--- config.mk ---
export PLATFORM = sky130hd
export DESIGN_NAME = accel_arbiter
export DESIGN_NICKNAME = d
export VERILOG_FILES = /design/src/rtl/accel_arb_pkg.sv /design/src/rtl/accel_arbiter_rr_picker.sv /design/src/rtl/accel_arbiter.sv
export SDC_FILE = /design/constraint.sdc
export NUM_CORES = 1
export LEC_CHECK = 0
export CAP_MARGIN = 20
export CORE_MARGIN = 1.5
export CORE_UTILIZATION = 43
export CTS_CLUSTER_SIZE = 30
export DETAILED_ROUTE_END_ITERATION = 16
export GPL_TIMING_DRIVEN = 1
export PLACE_DENSITY = 0.86
export SLEW_MARGIN = 20
export SYNTH_ARGS = -nofsm -noshare
export SYNTH_HDL_FRONTEND = slang
export SYNTH_SLANG_ARGS = --single-unit
export TNS_END_PERCENT = 20
--- constraint.sdc ---
create_clock -name clock -period 3 [get_ports clock]
set_input_delay 0.6 -clock clock [delete_from_list [all_inputs] [get_ports clock]]
set_output_delay 0.6 -clock clock [all_outputs]
set_load 0.05 [all_outputs]
--- src/rtl/accel_arb_pkg.sv ---
// Shared types and defaults for the accelerator arbiter: FSM state encoding,
// parameter defaults and the id-width helper.
package accel_arb_pkg;

  typedef enum logic [2:0] {
    IDLE      = 3'd0,
    START     = 3'd1,
    WAIT_LOW  = 3'd2,
    WAIT_HIGH = 3'd3,
    DONE      = 3'd4
  } arb_state_t;

  localparam int DEF_N_REQ   = 4;
  localparam int DEF_DATA_W  = 16;
  localparam int DEF_TIMEOUT = 255;

  // Width of a requester id; a single bit is kept even for degenerate sizes.
  function automatic int id_w(input int n);
    return (n < 2) ? 1 : $clog2(n);
  endfunction

endpackage

--- src/rtl/accel_arbiter_rr_picker.sv ---
// Combinational round-robin picker: returns the first asserted request found
// when scanning upward from ptr and wrapping modulo N_REQ.
module rr_picker
  import accel_arb_pkg::*;
#(
  parameter int N_REQ = DEF_N_REQ,
  localparam int ID_W = id_w(N_REQ)
) (
  input  logic [N_REQ-1:0] req,
  input  logic [ID_W-1:0]  ptr,
  output logic             any,
  output logic [ID_W-1:0]  winner
);

  logic [ID_W-1:0] idx;

  // Scanning from the farthest offset down lets the nearest hit overwrite the rest.
  always_comb begin
    any    = 1'b0;
    winner = '0;
    idx    = '0;
    for (int i = N_REQ - 1; i >= 0; i--) begin
      idx = ID_W'((int'(ptr) + i) % N_REQ);
      if (req[idx]) begin
        any    = 1'b1;
        winner = idx;
      end
    end
  end

endmodule

--- src/rtl/accel_arbiter.sv ---
// Shares one start/ready accelerator among N_REQ requesters with round-robin
// grant, operand latching, result capture and a per-job watchdog.
module accel_arbiter
  import accel_arb_pkg::*;
#(
  parameter int N_REQ   = DEF_N_REQ,
  parameter int DATA_W  = DEF_DATA_W,
  parameter int TIMEOUT = DEF_TIMEOUT,
  localparam int ID_W   = id_w(N_REQ)
) (
  input  logic                    clock,
  input  logic                    reset,
  input  logic [N_REQ-1:0]        req,
  input  logic [N_REQ*DATA_W-1:0] req_x,
  output logic [N_REQ-1:0]        ack,
  output logic                    err,
  output logic [DATA_W-1:0]       result,
  output logic                    busy,
  output logic [ID_W-1:0]         cur_id,
  output logic                    acc_start,
  output logic [DATA_W-1:0]       acc_x,
  input  logic                    acc_ready,
  input  logic [DATA_W-1:0]       acc_result
);

  localparam int WDOG_W = (TIMEOUT < 2) ? 1 : $clog2(TIMEOUT);
  localparam logic [WDOG_W-1:0] WDOG_MAX = WDOG_W'((TIMEOUT > 0) ? TIMEOUT - 1 : 0);

  arb_state_t        state, next_state;
  logic [ID_W-1:0]   ptr, winner;
  logic              any_req, wdog_fire, timed_out;
  logic [DATA_W-1:0] x_reg;
  logic [WDOG_W-1:0] wdog;
  logic [DATA_W-1:0] slot_x [N_REQ];

  always_comb begin
    for (int i = 0; i < N_REQ; i++) begin
      slot_x[i] = req_x[i*DATA_W +: DATA_W];
    end
  end

  rr_picker #(.N_REQ(N_REQ)) u_picker (
    .req    (req),
    .ptr    (ptr),
    .any    (any_req),
    .winner (winner)
  );

  // wdog counts completed wait cycles, so the watchdog fires on the TIMEOUT-th one.
  assign wdog_fire = (TIMEOUT != 0) && (wdog == WDOG_MAX);

  always_ff @(posedge clock) begin
    if (reset) begin
      state <= IDLE;
    end else begin
      state <= next_state;
    end
  end

  always_comb begin
    next_state = state;
    case (state)
      IDLE:      if (any_req && acc_ready) next_state = START;
      START:     next_state = WAIT_LOW;
      WAIT_LOW:  if (wdog_fire) next_state = DONE;
                 else if (!acc_ready) next_state = WAIT_HIGH;
      WAIT_HIGH: if (wdog_fire || acc_ready) next_state = DONE;
      DONE:      next_state = IDLE;
      default:   next_state = IDLE;
    endcase
  end

  always_ff @(posedge clock) begin
    if (reset) begin
      ptr       <= '0;
      cur_id    <= '0;
      x_reg     <= '0;
      result    <= '0;
      wdog      <= '0;
      timed_out <= 1'b0;
    end else begin
      case (state)
        IDLE: begin
          if (any_req && acc_ready) begin
            cur_id <= winner;
            x_reg  <= slot_x[winner];
          end
        end
        START: begin
          wdog      <= '0;
          timed_out <= 1'b0;
        end
        WAIT_LOW, WAIT_HIGH: begin
          if (wdog_fire) begin
            result    <= '0;
            timed_out <= 1'b1;
          end else begin
            wdog <= wdog + 1'b1;
            if (state == WAIT_HIGH && acc_ready) result <= acc_result;
          end
        end
        DONE: begin
          ptr <= (int'(cur_id) == N_REQ - 1) ? '0 : cur_id + 1'b1;
        end
        default: ;
      endcase
    end
  end

  always_comb begin
    ack = '0;
    if (state == DONE) ack[cur_id] = 1'b1;
    err       = (state == DONE) && timed_out;
    acc_start = (state == START);
    busy      = (state != IDLE);
  end

  assign acc_x = x_reg;

endmodule

* After elaboration in Yosys (flattened, before gate mapping) *
Cells that the tools add are included.

word-level totals
  register bits = 48
  latch bits = 0
  RAM bits = 0
  memory bits (read-only) = 0
  input bits = 87
  output and inout port bits = 41
  word-level logic and storage cells = 80
  memories = 0

operators by class
  add/subtract/negate cells = 5
  multipliers = 0
  div/mod/pow operators = 0
  $lt $le $gt $ge = 7
  eq/ne operators = 11
  shifts and indexed selects = 0
  muxes and demuxes = 34
  bitwise logic cells = 1
  reduce and logical (&&, ||, !) cells = 15

operators by type and width
  operator                                            number
  2-to-1 mux 16 bit                                   4
  binary-select mux 16 bit (select 2 bit)             1
  one-hot mux 8 bit (2 select lines)                  1
  < comparator 2 x 3 -> 1 bit, second input constant  5
  2-to-1 mux 3 bit                                    4
  one-hot mux 3 bit (4 select lines)                  1
  2-to-1 mux 1 bit                                    10
  2-to-1 mux 2 bit                                    5
  adder 8 x 1 -> 8 bit, second input constant         1
  binary-select mux 1 bit (select 2 bit)              4
  == test 8 bit, second input constant                1
  2-to-1 mux 8 bit                                    1
  != test 2 bit, second input constant                4
  AND reduction 2 bit                                 4
  == test 3 x 2 -> 1 bit, second input constant       2
  adder 2 x 1 -> 2 bit, second input constant         2
  adder 2 bit, second input constant                  2
  logical AND 1 bit                                   4
  2-to-1 mux 4 bit                                    1
  nonzero test 2 bit                                  2
  == test 3 x 1 -> 1 bit, second input constant       1
  == test 3 bit, second input constant                1
  >= comparator 3 bit, second input constant          1
  zero test 3 bit                                     1
  10 further kinds                                    10

* Depth between registers and ports, before layout *
  depth after elaboration = 11
  gate-level depth with buffers = 8

* Modules after synthesis *
From an unflattened synthesis, not the netlist that was laid out.

second synthesis, totals
  cell total of the unflattened synthesis = 328
  area, all modules = 2909.0 µm²

by module, submodules not included
  module         times used  cells an instance  area each (µm²)  sequential area each (µm²)
  accel_arbiter  1           315                2831.5           960.9
  rr_picker      1           13                 77.6             0.0

* Least setup slack after synthesis *
No wires, ideal clock.

  path type = register to output
  start = register cur_id[0]
  end = output ack[3]
  arrival time = 1.392 ns
  data required time = 2.400 ns
  slack = 1.008 ns
  cell stages (with the launch flop) = 3
  path through = dfxtp_1 -> ha_1 -> and3_1

on the way
  cells in the longest elaborated chain, start to end = 5
  elaborated cells on any way between the ends = 6
  classes of those cells = 2 x order compare; 3 x mux; 1 x reduce/logical

ends and longest elaborated chain
  element                                                                                                   line                  text
  start, declared                                                                                           accel_arbiter.sv:19   output logic [ID_W-1:0] cur_id,
  start signal, assigned                                                                                    accel_arbiter.sv:85   cur_id <= winner;
  < comparator 2 x 3 -> 1 bit (not written as such) / >= comparator 2 x 1 -> 1 bit (equally long branches)  accel_arbiter.sv:112  if (state == DONE) ack[cur_id] = 1'b1;
  logical AND 1 bit (not written as such)                                                                   accel_arbiter.sv:112
  2-to-1 mux 1 bit (not written as such)                                                                    accel_arbiter.sv:112
  demux 1 bit (select 2 bit) *                                                                              accel_arbiter.sv:112
  2-to-1 mux 4 bit *                                                                                        accel_arbiter.sv:112
  end, declared                                                                                             accel_arbiter.sv:15   output logic [N_REQ-1:0] ack,

Mark *: on every way between the ends. The rest lies on a longest branch, timed or not.

* Worst setup path after layout *
  start = register state[2]
  end = output acc_start

on the way
  cells in the longest elaborated chain, start to end = 1

ends and longest elaborated chain
  element                 line                  text
  start, declared         accel_arbiter.sv:29   arb_state_t state, next_state;
  start signal, assigned  accel_arbiter.sv:56   state <= next_state;
  == test 3 x 1 -> 1 bit  accel_arbiter.sv:114  acc_start = (state == START);
  end, declared           accel_arbiter.sv:20   output logic acc_start,

Every way passes these cells.

==> impl_metrics.csv <==
group,metric,value,unit
outcome,outcome,"finished, final reports clean",
logic_synthesis,synth_fp_nets,362,
logic_synthesis,synth_ff_type,"dfxtp_1",
routing,dr.pass1.iters,4,
finish,drive_gt1_share,7.634,%
clock_tree,cts_hold_repair.buffers,0,
floorplanning,io_pins,128,
routing,antenna_left,0,
floorplanning,die_w,79.10,um
grt,grt_max_degree,34,
grt,antenna_found_initial,0,
logic_synthesis,yosys.area.top_type,"dfxtp_1",
logic_synthesis,yosysWarnings,0,
grt,use_met1,25.93,%
sta,max_freq,0.3615,GHz
run,drv_cap,0,
place,post-dp-hpwl,5.386,mm
place,port_buffers,127,
worst_setup_path,ff2ff_setup_slack,0.94,ns
worst_setup_path,worstPathCellList,"or3b_2 -> inv_1 -> clkdlybuf4s50_1",
worst_setup_path,ff2ff_path_depth,4,
worst_setup_path,reg2reg_to,"acc_x[15]",
routing,post-route-drc-count,0,
sta,hold_viol_final,0,
worst_setup_path,slowest_delay,0.80,ns
power,p_total,1722,uW
worst_setup_path,crit_path_start_kind,"flip-flop",
finish,fillers,446,
worst_setup_path,arrival,2.17,ns
floorplanning,initial_utilization,44.94,%
sta,skew,0.005578,ns
logic_synthesis,yosysMostFrequentCell,"dfxtp_1",
grt,grt_pass1_vias,2401,
clock_tree,cts-root-buf,"clkbuf_8",
grt,overflow,0,
routing,viasPerCell,5.299,
hold_path,hp-class,"flip-flop to flip-flop",
grt,grt_usage,22.62,%
sta,setup_tns,0,ns
clock_tree,cts_made_buffers,5,
clock_tree,clock_latency,0.30,ns
worst_setup_path,cp_data_required_time,2.40,ns
logic_synthesis,yosys-top-cells-area,"dfxtp_1 39%, mux2i_1 14%, o221ai_2 6.0%",
floorplanning,rows,27,
worst_setup_path,crit_type,"flip-flop to primary output",
clock_tree,htree_levels,2,
logic_synthesis,synthCells,269,
worst_setup_path,slowest_stage,"clkdlybuf4s50_1",
sta,layout_min_cycle_time,2.766,ns
hold_path,holdPathEnd,"acc_x[13]",
finish,fin_area,3939,sq um
logic_synthesis,netlist_area,2490,sq um
power,peakVddDrop,0.2836,mV
logic_synthesis,yosysSeqAreaShare,38.59,%
sta,fin_crit_sh,92.21,%
finish,area_growth_syn_to_layout,58.19,%
grt,grt_pass1_wl,11.15,mm
sta,rsz0062_at_grt,"no",
logic_synthesis,syn_avg_cell_area,9.256,sq um
hold_path,min_from,"acc_x[13]",
place,dp.cells,457,
clock_tree,post_cts_buffers,0,
routing,post_drt_wl_per_cell,15.35,um
sta,tightest_slew,0.6585,ns
finish,antenna_cells,0,
clock_tree,cts_tree,"done",
logic_synthesis,synth_cell_types,36,
sta,setup_viol,0,
floorplanning,core_area,5540,sq um
worst_setup_path,reg2reg_from,"state[2]",
floorplanning,die_h,79.10,um
sta,max_slew_margin,56.05,%
logic_synthesis,async_flop_share,0,%
place,gp_congestion,0.7331,
sta,drv_slew,0,
place,dpl_cell_area,3815,sq um
power,p_leak,0.001442,uW
floorplanning,die-area,6256,sq um
grt,grt.met3_usage,5.402,%
logic_synthesis,ys_ff_latch,48,
routing,vias,2464,
power,powerDensity,437.3,nW/um^2
worst_setup_path,critPathMaxFanout,14,
hold_path,hold_depth,2,
finish,nNetsFinal,485,
clock_tree,ctsResizeCount,0,
logic_synthesis,synth_edf_count,0,
routing,drt-total-wl,7.140,mm
clock_tree,cts_sinks,48,
finish,final_cells,465,
worst_setup_path,end_kind,"primary output",
clock_tree,clockBufferDepth,2,
clock_tree,clk_pin_slew_worst_paths,0.09,ns
grt,use_met2,41.37,%
logic_synthesis,synth_common_cells,"48 x dfxtp_1, 35 x mux2i_1, 22 x nand2_1",
routing,drt_iter0_drc,83,
logic_synthesis,synth_top_area_share,38.59,%
grt,grt.busiest_layer,"met2",
## kinds of logic after synthesis
kind of cell	count (synthesis)	share of synthesized area [%]
DFF	48	38.59
muxes	35	14.07
xor gates and xnor gates	6	2.111
and+or+nand+nor	101	20.96
buffers and inverters	24	5.126
adders and majority gates	6	3.015
AOI/OAI and AO/OA	49	16.13
## layer usage
| metal | share of wire [%] | up-vias |
|---|---|---|
| met5 | 0 | - |
| met4 | 0.88 | 0 |
| met3 | 7.8 | 6 |
| met2 | 49 | 103 |
| met1 | 42 | 1142 |
| li1 | - | 1213 |
## flip-flops by register name, summed over array words and instances, names as in the netlist
signal,cells
acc_x,16
result,16
wdog,8
state,3
cur_id,2
ptr,2
timed_out,1
## critical path: cells and delay by family (launching register included)
family / cells / cell delay [ns]
flops: 1 / 0.43
simple gates: 1 / 0.56
buf+inv: 2 / 0.88
## cells in the final DEF (no fill, tap or decap), types with 2 or more instances in the layout
cell and count:
mux2i_1 35, clkbuf_8 6, nand4_1 3, o21ai_0 17, a2111oi_0 2, dfxtp_1 48
nand3_1 19, nor3_1 2, o221ai_2 10, nand2b_1 19, buf_4 4, and3_1 8
a21oi_1 6, nand2_1 22, o221ai_1 6, clkdlybuf4s50_1 127, nor2_1 19, inv_1 8
ha_1 6, xor2_1 6
## report_power, final
part / internal (uW) / switching [uW] / total, uW
registers: 675 / 29.2 / 705
clock network: 273 / 218 / 491
logic: 241 / 286 / 527
## per-stage QoR
step	hold WS [ns]	setup slack (ns)	util, %
4_1_cts	0.4718	0.2256	71.05
3_5_place_dp	0.4490	0.2145	68.86
2_1_floorplan	0.4462	1.008	-
3_3_place_gp	0.4431	0.3036	68.86
6_report	0.4694	0.2336	71.09
5_1_grt	0.4987	0.1372	71.09
## final cells by class
type / instances / area (sq um) / area share (%)
Sequential cell: 48 / 960.9 / 24.40
Timing Repair Buffer: 132 / 1321 / 33.55
Inverter: 8 / 30.03 / 0.7624
Multi-Input combinational cell: 197 / 1415 / 35.93
Clock inverter: 2 / 38.79 / 0.9848
Tap cell: 72 / 90.09 / 2.287
Clock buffer: 6 / 82.58 / 2.097
## how the worst max path moves through the flow
| stage | start | to | slack (ns) |
|---|---|---|---|
| 2_1_floorplan | cur_id[0] | ack[3] | 1.01 |
| 3_3_place_gp | req[3] | acc_x[15] | 0.30 |
| 3_5_place_dp | req[3] | acc_x[15] | 0.21 |
| 4_1_cts | state[2] | acc_start | 0.23 |
| 5_1_grt | state[1] | ack[0] | 0.14 |
| 6_report | state[2] | acc_start | 0.23 |
(Power assumes the default switching activity.)
